File: config.mk
export PLATFORM = sky130hd
export DESIGN_NAME = jtvigil_romarb
export DESIGN_NICKNAME = d
export VERILOG_FILES = /design/src/rtl/jtvigil_pkg.sv /design/src/rtl/jtvigil_romarb_entry.sv /design/src/rtl/jtvigil_romarb.sv
export SDC_FILE = /design/constraint.sdc
export NUM_CORES = 1
export LEC_CHECK = 0
export BUFFER_PORTS_ARGS = -buffer_cell sky130_fd_sc_hd__clkbuf_2
export CORE_MARGIN = 2
export CORE_UTILIZATION = 57
export CTS_CLUSTER_DIAMETER = 150
export DETAILED_ROUTE_END_ITERATION = 10
export PLACE_DENSITY = 0.88
export SYNTH_ARGS = -nofsm -noshare
export SYNTH_HDL_FRONTEND = slang
export SYNTH_SLANG_ARGS = --single-unit
File: constraint.sdc
create_clock -name clk -period 4.5 [get_ports clk]
set_input_delay 0.9 -clock clk [delete_from_list [all_inputs] [get_ports clk]]
set_output_delay 0.9 -clock clk [all_outputs]
set_load 0.02 [all_outputs]
File: src/rtl/jtvigil_pkg.sv
// Shared types for the Vigilante ROM arbiter: FSM states, requester ids
// and the default SDRAM base offset of each requester.
package jtvigil_pkg;

   typedef enum logic [1:0] {
      ST_IDLE     = 2'd0,
      ST_WAIT_ACK = 2'd1,
      ST_WAIT_RDY = 2'd2
   } state_t;

   typedef enum logic [1:0] {
      ID_SCR1 = 2'd0,
      ID_SCR2 = 2'd1,
      ID_OBJ  = 2'd2
   } req_id_t;

   localparam int          NREQ             = 3;
   localparam logic [21:0] SCR1_OFFSET_DEF  = 22'h000000;
   localparam logic [21:0] SCR2_OFFSET_DEF  = 22'h008000;
   localparam logic [21:0] OBJ_OFFSET_DEF   = 22'h010000;

   // Service order wraps scr1 -> scr2 -> obj -> scr1
   function automatic req_id_t next_id(input req_id_t id);
      case (id)
         ID_SCR1: return ID_SCR2;
         ID_SCR2: return ID_OBJ;
         default: return ID_SCR1;
      endcase
   endfunction

endpackage

File: src/rtl/jtvigil_romarb_entry.sv
// One-word read cache owned by a single requester: tag, valid bit, data,
// and the combinational hit compare against the presented address.
module jtvigil_romarb_entry #(
   parameter int AW = 18
) (
   input  logic          clk,
   input  logic          rst_n,
   input  logic          cs,
   input  logic [AW-1:0] addr,
   input  logic          fill,
   input  logic [AW-1:0] fill_tag,
   input  logic [31:0]   fill_data,
   output logic [31:0]   data,
   output logic          ok
);

   logic [AW-1:0] tag;
   logic          valid;

   always_ff @(posedge clk or negedge rst_n) begin
      if (!rst_n) begin
         tag   <= '0;
         valid <= 1'b0;
         data  <= '0;
      end else if (fill) begin
         tag   <= fill_tag;
         valid <= 1'b1;
         data  <= fill_data;
      end
   end

   assign ok = cs & valid & (tag == addr);

endmodule

File: src/rtl/jtvigil_romarb.sv
// Three-requester SDRAM ROM arbiter with a one-word cache per requester.
// Define JTVIGIL_ROMARB_RR_EN for round-robin grants; default is fixed
// priority scr1 > scr2 > obj.
module jtvigil_romarb
   import jtvigil_pkg::*;
#(
   parameter int            AW          = 18,
   parameter int            SW          = 22,
   parameter logic [SW-1:0] SCR1_OFFSET = SW'(SCR1_OFFSET_DEF),
   parameter logic [SW-1:0] SCR2_OFFSET = SW'(SCR2_OFFSET_DEF),
   parameter logic [SW-1:0] OBJ_OFFSET  = SW'(OBJ_OFFSET_DEF)
) (
   input  logic          clk,
   input  logic          rst_n,
   input  logic          scr1_cs,
   input  logic          scr2_cs,
   input  logic          obj_cs,
   input  logic [AW-1:0] scr1_addr,
   input  logic [AW-1:0] scr2_addr,
   input  logic [AW-1:0] obj_addr,
   output logic [31:0]   scr1_data,
   output logic [31:0]   scr2_data,
   output logic [31:0]   obj_data,
   output logic          scr1_ok,
   output logic          scr2_ok,
   output logic          obj_ok,
   output logic [SW-1:0] sdram_addr,
   output logic          sdram_req,
   input  logic          sdram_ack,
   input  logic          sdram_rdy,
   input  logic [31:0]   sdram_dout
);

   logic [NREQ-1:0]           cs_v, ok_v, pend, fill_v;
   logic [NREQ-1:0][AW-1:0]   addr_v;
   logic [NREQ-1:0][31:0]     data_v;
   logic [NREQ-1:0][SW-1:0]   off_v;

   state_t        st, st_nx;
   req_id_t       sel_id, cur_id;
   logic [AW-1:0] cur_addr;
   logic [SW-1:0] sel_addr;
   logic          grant, fill;

   assign cs_v   = {obj_cs, scr2_cs, scr1_cs};
   assign addr_v = {obj_addr, scr2_addr, scr1_addr};
   assign off_v  = {OBJ_OFFSET, SCR2_OFFSET, SCR1_OFFSET};
   assign pend   = cs_v & ~ok_v;

   assign {obj_ok, scr2_ok, scr1_ok}       = ok_v;
   assign {obj_data, scr2_data, scr1_data} = data_v;

   generate
      for (genvar i = 0; i < NREQ; i++) begin : g_ent
         assign fill_v[i] = fill && (cur_id == req_id_t'(i));
         jtvigil_romarb_entry #(.AW(AW)) u_ent (
            .clk       (clk),
            .rst_n     (rst_n),
            .cs        (cs_v[i]),
            .addr      (addr_v[i]),
            .fill      (fill_v[i]),
            .fill_tag  (cur_addr),
            .fill_data (sdram_dout),
            .data      (data_v[i]),
            .ok        (ok_v[i])
         );
      end
   endgenerate

`ifdef JTVIGIL_ROMARB_RR_EN
   req_id_t last_id;

   // Search begins just after the most recently granted requester
   always_comb begin
      req_id_t idx;
      logic    found;
      sel_id = ID_SCR1;
      found  = 1'b0;
      idx    = next_id(last_id);
      for (int k = 0; k < NREQ; k++) begin
         if (!found && pend[idx]) begin
            sel_id = idx;
            found  = 1'b1;
         end
         idx = next_id(idx);
      end
   end

   always_ff @(posedge clk or negedge rst_n) begin
      if (!rst_n)     last_id <= ID_OBJ;
      else if (grant) last_id <= sel_id;
   end
`else
   always_comb begin
      sel_id = ID_OBJ;
      if      (pend[ID_SCR1]) sel_id = ID_SCR1;
      else if (pend[ID_SCR2]) sel_id = ID_SCR2;
   end
`endif

   assign sel_addr = SW'(addr_v[sel_id]) + off_v[sel_id];

   always_comb begin
      st_nx = st;
      grant = 1'b0;
      fill  = 1'b0;
      case (st)
         ST_IDLE: begin
            if (|pend) begin
               grant = 1'b1;
               st_nx = ST_WAIT_ACK;
            end
         end
         ST_WAIT_ACK: begin
            // ack and rdy together complete the whole access in one step
            if (sdram_ack) begin
               if (sdram_rdy) begin
                  fill  = 1'b1;
                  st_nx = ST_IDLE;
               end else begin
                  st_nx = ST_WAIT_RDY;
               end
            end
         end
         ST_WAIT_RDY: begin
            if (sdram_rdy) begin
               fill  = 1'b1;
               st_nx = ST_IDLE;
            end
         end
         default: st_nx = ST_IDLE;
      endcase
   end

   always_ff @(posedge clk or negedge rst_n) begin
      if (!rst_n) st <= ST_IDLE;
      else        st <= st_nx;
   end

   // The captured address, not the live one, tags the fill
   always_ff @(posedge clk or negedge rst_n) begin
      if (!rst_n) begin
         sdram_req  <= 1'b0;
         sdram_addr <= '0;
         cur_id     <= ID_SCR1;
         cur_addr   <= '0;
      end else if (grant) begin
         sdram_req  <= 1'b1;
         sdram_addr <= sel_addr;
         cur_id     <= sel_id;
         cur_addr   <= addr_v[sel_id];
      end else if (st == ST_WAIT_ACK && sdram_ack) begin
         sdram_req  <= 1'b0;
      end
   end

endmodule

==> flow_summary.rst, run 1 <==
.. list-table::
   :header-rows: 1

   * - Metric
     - Value
   * - Result of the run
     - completed
   * - Startpoint of the worst-slack reg-to-reg timing path
     - g_ent[0].u_ent.tag[6]
   * - Shortest clock period the worst path allows after layout
     - 3.55 ns
   * - Signal arrival time at the worst endpoint
     - 3.91 ns
   * - Final setup violation count
     - 0
   * - Number of hold buffers added after cts
     - 0
   * - Register-to-Register Path Depth
     - 11
   * - Share of post-route cells with drive strength above 1
     - approximately 54%
   * - Complex-gate fraction of the synthesized area
     - ~3.2%
   * - Number of I/O port buffers
     - 211
   * - Required time at the endpoint of the critical path
     - 4.86 ns
   * - Post-detailed-routing wire length
     - 19.9 mm
   * - Top flip-flop cell by instance count after synthesis
     - sky130_fd_sc_hd__dfrtp_1
   * - RSZ-0062 raised after global routing
     - false
   * - Maximum vdd ir drop
     - 0.000497 V
   * - Post-Route M1 WL
     - 7.82 mm
   * - Post-CTS setup buffer count
     - 0
   * - Number of global-route vias before repair
     - 5,666
   * - Average wire per cell in the routed design
     - 20.4 um
   * - Final antenna diode count
     - 0
   * - Chip Height
     - 123 um
   * - Worst setup startpoint
     - scr1_addr[6]
   * - Root buffer cell
     - sky130_fd_sc_hd__clkbuf_16
   * - Sum of met3 wire segment lengths after detailed routing
     - 1.90 mm
   * - Number of design-rule violations left by the first detailed-router iteration
     - 370
   * - WS Path Type
     - in -> reg
   * - Max-slew violations
     - 0
   * - Power density over the cells
     - between 700 and 800 nW/um2
   * - Placement row count
     - 43
   * - Routed vias
     - ~5,500
   * - CTS-repair resized insts
     - 0
   * - TritonCTS Buffers
     - 17
   * - Synth unique cells
     - 43
   * - Hold Crit Class
     - reg -> reg
   * - Maximum clock path buffer count
     - 2
   * - Global-route wire length before repair
     - 30.5 mm
   * - Met2 wirelength from detailed routing
     - a little under 10 mm
   * - Hold path startpoint
     - g_ent[1].u_ent.valid
   * - Maximum number of pins on one net before global-route repair
     - 91
   * - Aggregate global-route resource usage
     - 27.2%
   * - CP Launch Type
     - primary input
   * - Share of cell area taken by muxes after synthesis
     - a little over a quarter
   * - Deepest level of the CTS H-tree
     - 4
   * - End of the worst register-to-register path
     - sdram_addr[17]
   * - Final clock period utilization by the worst path
     - 78.9%
   * - Endpoints failing hold
     - 0
   * - Skew-Pair Late Insertion Delay
     - around 0.42 ns
   * - Global-route congestion overflow total
     - 0
   * - Number of flops mapped to enable cells by yosys
     - 0
   * - Core region area
     - 13,800 um2
   * - Crit. End Element
     - register
   * - Simple-gate share of the synthesized area
     - 3.92%
   * - Arithmetic-cell share of the synthesized area counting full adders, half adders and majority gates
     - 1.02%
   * - Max layer used
     - met4
   * - Post-route clock skew
     - just under 0.009 ns
   * - Via-to-Cell Ratio
     - 5.61
   * - Count of antenna-violating nets left after detailed routing
     - 0
   * - Initial Utilization
     - 58.3%
   * - Sequential element share of the synthesized area
     - 55.8%
   * - Setup_tns
     - 0 ns
   * - Sinks on the clock net
     - 180
   * - Remaining max-slew budget at the tightest pin
     - 21.8%
   * - Max-cap check violation count
     - 0
   * - Clock transition at the registers of the reported paths
     - 0.07 ns
   * - Horiz. Die Dim
     - ~120 um
   * - Xor/xnor cell area share of the yosys netlist
     - slightly below 6%
   * - Maximum net fanout on the critical path
     - 9
   * - Clock tree from TritonCTS
     - built
   * - Netlist area before placement
     - 8070 um2
   * - P&R area growth vs syn
     - 21.7%
   * - Number of cells produced by synthesis
     - 580
   * - Number of top-level pins
     - 215
   * - Drt drc
     - 0
   * - Worst-margin pin slew
     - 1.17 ns
   * - Initial antenna violation count
     - 1
   * - Post-DP HPWL
     - 14.5 mm
   * - Area enclosed by the die boundary
     - 15,100 um2
   * - Number of fillers in the final layout
     - 886
   * - Post-synthesis area per instance
     - 13.9 um2
   * - Maximum achievable frequency
     - 0.282 GHz
   * - Register-to-register setup slack
     - 1.13 ns
   * - Total of flip-flops plus latches after synthesis
     - 180
   * - P_leak
     - 4.86 nW
   * - Post-layout total power
     - 7.23 mW
   * - Nets
     - between 800 and 900
   * - Combinational family with the most area after synthesis
     - multiplexers
   * - Cell depth of the worst hold path
     - 1
   * - First-pass DRT Iterations
     - 5
   * - Warnings, synthesis
     - 0
   * - End point of the most critical hold path
     - g_ent[1].u_ent.valid
   * - Routability congestion estimate from global placement
     - 0.960
   * - FFs w/ async S/R, synth
     - 100%
==> layer usage <==
layer,up-vias,GRT usage (%)
li1,2434,-
met1,2753,34.4
met2,269,43.3
met3,38,8.67
met4,0,11.9
met5,-,0
==> layout make-up <==
class                      instances  area (um2)  area share [%]
sequential                       180        4500            45.9
multi-input combinational        350        3300            33.7
inverter                          11        41.3           0.420
timing repair buffer             226        1170            12.0
clock inverter                    12         133            1.35
tap                              180         225            2.29
clock buffer                      20         437            4.45
==> cell families after synthesis <==
logic type,Yosys count
AND/OR/NAND/NOR,62
multiplexers,188
other,1
flip-flops,180
XOR/XNOR,54
adder cells (fa/ha/maj),6
buffers and inverters,52
AO/OA/AOI/OAI,37
==> flip-flops by register name (all words and copies together) (netlist names) <==
name and flops:
sdram_addr 19, st 2, cur_id 2, g_ent.u_ent.data 96, g_ent.u_ent.valid 3, sdram_req 1, cur_addr 3, g_ent.u_ent.tag 54
==> power by group <==
part,switching (mW),internal (mW)
Combinational,1.55,1.28
Sequential,0.559,2.41
Clock,0.610,0.819
Total,2.72,4.51
==> worst max-delay path, stage by stage <==
cell,delay [ns]
sky130_fd_sc_hd__clkbuf_2,0.11
sky130_fd_sc_hd__xnor2_1,0.26
sky130_fd_sc_hd__nand4_1,0.14
sky130_fd_sc_hd__or4_1,0.61
sky130_fd_sc_hd__o31ai_4,0.44
sky130_fd_sc_hd__nor2_1,0.07
sky130_fd_sc_hd__a21oi_1,0.26
sky130_fd_sc_hd__inv_1,0.11
sky130_fd_sc_hd__fa_1,0.48
sky130_fd_sc_hd__nor4_1,0.26
sky130_fd_sc_hd__o21bai_1,0.14
sky130_fd_sc_hd__nand3b_1,0.13
==> how the worst max path moves through the flow <==
| stage | endpoint | slack [ns] | cells past startpoint |
|---|---|---|---|
| 4_1_cts | sdram_addr[17] | 1.01 | 12 |
| 3_3_place_gp | sdram_addr[17] | 0.69 | 13 |
| 2_1_floorplan | sdram_addr[17] | 0.86 | 12 |
| 6_report | sdram_addr[17] | 0.95 | 12 |
| 3_5_place_dp | sdram_addr[17] | 0.58 | 12 |
| 5_1_grt | sdram_addr[17] | 0.77 | 13 |
==> synthesized netlist by cell type, types with 2 or more instances <==
cell                          n  area share [%]
sky130_fd_sc_hd__dfrtp_1    180              56
sky130_fd_sc_hd__mux2_2     153              21
sky130_fd_sc_hd__xor2_1      35             3.8
sky130_fd_sc_hd__nor2_1      21            0.98
sky130_fd_sc_hd__a21oi_1     19             1.2
sky130_fd_sc_hd__mux2i_1     19             2.4
sky130_fd_sc_hd__xnor2_1     19             2.1
sky130_fd_sc_hd__buf_4       18             1.7
sky130_fd_sc_hd__clkbuf_1    16            0.74
sky130_fd_sc_hd__mux2_4      14             2.6
sky130_fd_sc_hd__inv_1       11            0.51
sky130_fd_sc_hd__nor4_1       9            0.70
sky130_fd_sc_hd__nand2_1      7            0.33
sky130_fd_sc_hd__buf_2        5            0.31
sky130_fd_sc_hd__ha_1         5            0.78
sky130_fd_sc_hd__nand3_1      5            0.31
sky130_fd_sc_hd__nor3_1       5            0.31
sky130_fd_sc_hd__a21o_1       4            0.37
sky130_fd_sc_hd__nand4_1      4            0.31
sky130_fd_sc_hd__or2_2        3            0.23
sky130_fd_sc_hd__buf_6        2            0.28
sky130_fd_sc_hd__mux2_1       2            0.28
sky130_fd_sc_hd__nor2b_1      2            0.16
sky130_fd_sc_hd__o21ai_0      2            0.12
sky130_fd_sc_hd__o2bb2ai_1    2            0.22
==> cells in the final DEF, fill, tap and decap left out, drive strengths merged, types with 2 or more instances in the layout <==
master / count
a21o: 4
a21oi: 19
a31oi: 2
buf: 16
bufinv: 2
clkbuf: 230
clkinv: 6
clkinvlp: 3
conb: 3
dfrtp: 180
ha: 5
inv: 12
mux2: 169
mux2i: 19
nand2: 7
nand3: 5
nand4: 4
nor2: 21
nor2b: 2
nor3: 5
nor4: 9
o21ai: 3
o2bb2ai: 2
o31ai: 2
or2: 3
or4: 2
xnor2: 19
xor2: 35
==> through the flow <==
| stage | hold WS [ns] | utilization [%] | area (um2) | setup slack (ns) | cells |
|---|---|---|---|---|---|
| finish | 0.490 | 71.0 | 9820 | 0.949 | 979 |
| floorplan | 0.439 | - | 8070 | 0.864 | 582 |
| CTS | 0.485 | 71.0 | 9820 | 1.01 | 979 |
| detailed placement | 0.468 | 66.9 | 9250 | 0.581 | 947 |
| global placement | 0.453 | 66.9 | 9250 | 0.693 | 947 |
| global route | 0.509 | 71.0 | 9820 | 0.765 | 979 |
Power figures use the tool's default switching activity.
==> run 2: changes to the inputs <==
CORE_UTILIZATION = 53   (was 57)
PLACE_DENSITY = 0.83   (was 0.88)
clock period = 3.3 ns   (was 4.5 ns; I/O delays follow)
==> run 2 against run 1 <==
Against the previous run: combinational power up 38%; non-clock buffer count is 15 higher; sequential power grew 35%; utilization fell by 4.1 points; clock skew grew 0.00061 ns; final area up 2.4%; hold slack lost 0.30 ns; sequential share of layout area fell by 1.1 points; critical path type is now reg -> reg; largest cell class unchanged.
==> flow_summary.rst, run 2 (synthesis results as in run 1) <==
.. list-table::
   :header-rows: 1

   * - Metric
     - Value
   * - Crit path max-delay family
     - simple AND/OR/NAND/NOR gates
   * - Worst setup slack after layout
     - 0.109 ns
   * - Most frequent standard cell in the layout excluding fill and tap cells
     - sky130_fd_sc_hd__clkbuf_2
   * - Hold Crit Class
     - in -> async
   * - Maximum achievable frequency
     - roughly 0.31 GHz
   * - Slowest cell on crit path
     - sky130_fd_sc_hd__or4_4
   * - Signal arrival time at the worst endpoint
     - 3.55 ns
   * - Worst setup startpoint
     - g_ent[0].u_ent.tag[6]
   * - Top reg by flops
     - g_ent.u_ent.data
   * - Maximum net fanout on the critical path
     - 5
   * - Initial antenna violation count
     - 0
   * - Commonest cells after routing, fill and taps aside
     - sky130_fd_sc_hd__clkbuf_2, sky130_fd_sc_hd__dfrtp_1, sky130_fd_sc_hd__mux2_2, sky130_fd_sc_hd__xor2_1, sky130_fd_sc_hd__buf_4
   * - Shortest clock period the worst path allows after layout
     - 3.19 ns
   * - Required time at the endpoint of the critical path
     - 3.66 ns
   * - Number of top-level pins
     - roughly 220
   * - Remaining max-slew budget at the tightest pin
     - 57.1%
   * - First-pass DRT Iterations
     - 6
   * - Post-route clock skew
     - about 0.0095 ns
   * - Nets
     - 900
   * - Number of I/O port buffers
     - between 200 and 250
   * - Drt drc
     - 0
   * - Final setup violation count
     - 0
   * - Maximum clock path buffer count
     - 2
   * - Clock tree from TritonCTS
     - built
   * - RSZ-0062 raised after global routing
     - false
   * - Share of post-route cells with drive strength above 1
     - 56.0%
   * - Number of global-route vias before repair
     - 5,892
   * - Power density over the cells
     - 994 nW/um2
   * - Clock transition at the registers of the reported paths
     - 0.07 ns
   * - Horiz. Die Dim
     - 127 um
   * - Number of hold buffers added after cts
     - 0
   * - Area enclosed by the die boundary
     - about 16,000 um2
   * - WS Path Type
     - reg -> reg
   * - Count of antenna-violating nets left after detailed routing
     - 0
   * - Maximum vdd ir drop
     - 0.000594 V
   * - Initial Utilization
     - 53.7%
   * - Routability congestion estimate from global placement
     - 0.902
   * - Setup_tns
     - 0 ns
   * - Aggregate global-route resource usage
     - 25.1%
   * - Global-route congestion overflow total
     - 0
   * - Placement row count
     - 45
   * - Max-slew violations
     - 0
   * - P_leak
     - between 4 and 5 nW
   * - Endpoints failing hold
     - 0
   * - Via-to-Cell Ratio
     - 5.45
   * - Average wire per cell in the routed design
     - 19.6 um
   * - Global-route wire length before repair
     - 31.2 mm
   * - Post-route insts no fill
     - 1,002
   * - Registers with the highest flip-flop counts
     - g_ent.u_ent.data (96), g_ent.u_ent.tag (54), sdram_addr (19)
   * - Buffering stage count on the worst path with inverters included
     - 1
   * - Chip Height
     - 127 um
   * - Worst-margin pin slew
     - 0.638 ns
   * - Final clock period utilization by the worst path
     - a little over nine tenths
   * - Largest stage delay, worst path
     - 0.57 ns
   * - Placed cell count
     - between 900 and 1,000
   * - Number of design-rule violations left by the first detailed-router iteration
     - 263
   * - Sinks on the clock net
     - 180
   * - Startpoint of the worst-slack reg-to-reg timing path
     - g_ent[0].u_ent.tag[6]
   * - Routed vias
     - 5,465
   * - CP Launch Type
     - register
   * - Largest register FFs
     - 96
   * - Deepest level of the CTS H-tree
     - 4
   * - P&R area growth vs syn
     - 24.6%
   * - Final antenna diode count
     - 0
   * - Post-detailed-routing wire length
     - around 20 mm
   * - Crit. End Element
     - register
   * - Root buffer cell
     - sky130_fd_sc_hd__clkbuf_16
   * - TritonCTS Buffers
     - 17
   * - Post-DP HPWL
     - 14.4 mm
   * - Max-cap check violation count
     - 0
   * - Result of the run
     - completed
   * - Maximum number of pins on one net before global-route repair
     - 68
   * - Core region area
     - ~15,000 um2
   * - Series of cell instances along the critical path
     - xnor2_1 -> nand4_1 -> or4_4 -> o31ai_4 -> nor2_1 -> a21oi_2 -> ha_1 -> inv_1 -> fa_1 -> nor4_1 -> o21bai_1 -> nand3b_1
   * - Post-layout total power
     - 10.0 mW
   * - Pre-CTS worst setup slack
     - -0.294 ns
   * - Skew-Pair Late Insertion Delay
     - 0.42 ns
## run 2: cell count changes in the layout (fill, tap and decap cells not counted), sizes merged
cell      delta
buf         +15
clkbuf       -2
clkinv       -4
clkinvlp     +1
inv          +5
## run 2: path summary, 6_finish.rpt
check / endpoint / slack, ns / depth (start not counted)
setup / recovery: sdram_addr[17] / 0.11 / 12
hold / removal: sdram_addr[11] / 0.19 / 1
setup reg to reg: sdram_addr[17] / 0.11 / 12
hold reg to reg: g_ent[2].u_ent.valid / 0.48 / 1
max in group asynchronous: g_ent[2].u_ent.data[16] / 2.37 / 2
min in group clk: g_ent[2].u_ent.valid / 0.48 / 1
## run 2: per-stage QoR
stage	hold WS, ns	util [%]	cell area [um2]
2_1_floorplan	0.364	-	8080
3_3_place_gp	0.451	62.6	9420
3_5_place_dp	0.463	62.6	9420
4_1_cts	0.195	66.7	10000
5_1_grt	0.204	66.9	10100
6_report	0.185	66.9	10100
## run 2: cell type report
| class | count | area (um2) |
|---|---|---|
| timing repair buffer | 241 | 1340 |
| multi-input combinational | 350 | 3330 |
| clock inverter | 14 | 168 |
| clock buffer | 18 | 439 |
| inverter | 11 | 41.3 |
| tap | 188 | 235 |
| fill | 1061 | 4980 |
| sequential | 180 | 4500 |
## run 2: layer usage
metal	GRT usage [%]	part of all wire (%)	vias to the layer above
met2	41.5	50	211
met3	7.45	7.8	27
met4	8.34	1.7	0
met1	31.7	40	2763
li1	-	-	2464
met5	0	0	-
## run 2: power by group
group	leakage, nW	internal (mW)	switching, mW
combinational	2.44	1.81	2.10
sequential	2.25	3.28	0.739
clock	0.286	1.16	0.907
total	4.97	6.25	3.74
## run 2: repair_timing
action | 4_1_cts | 5_1_grt
resized for setup | 0 | 5
endpoints found under the setup margin | 0 | 1
buffers inserted | 0 | 1
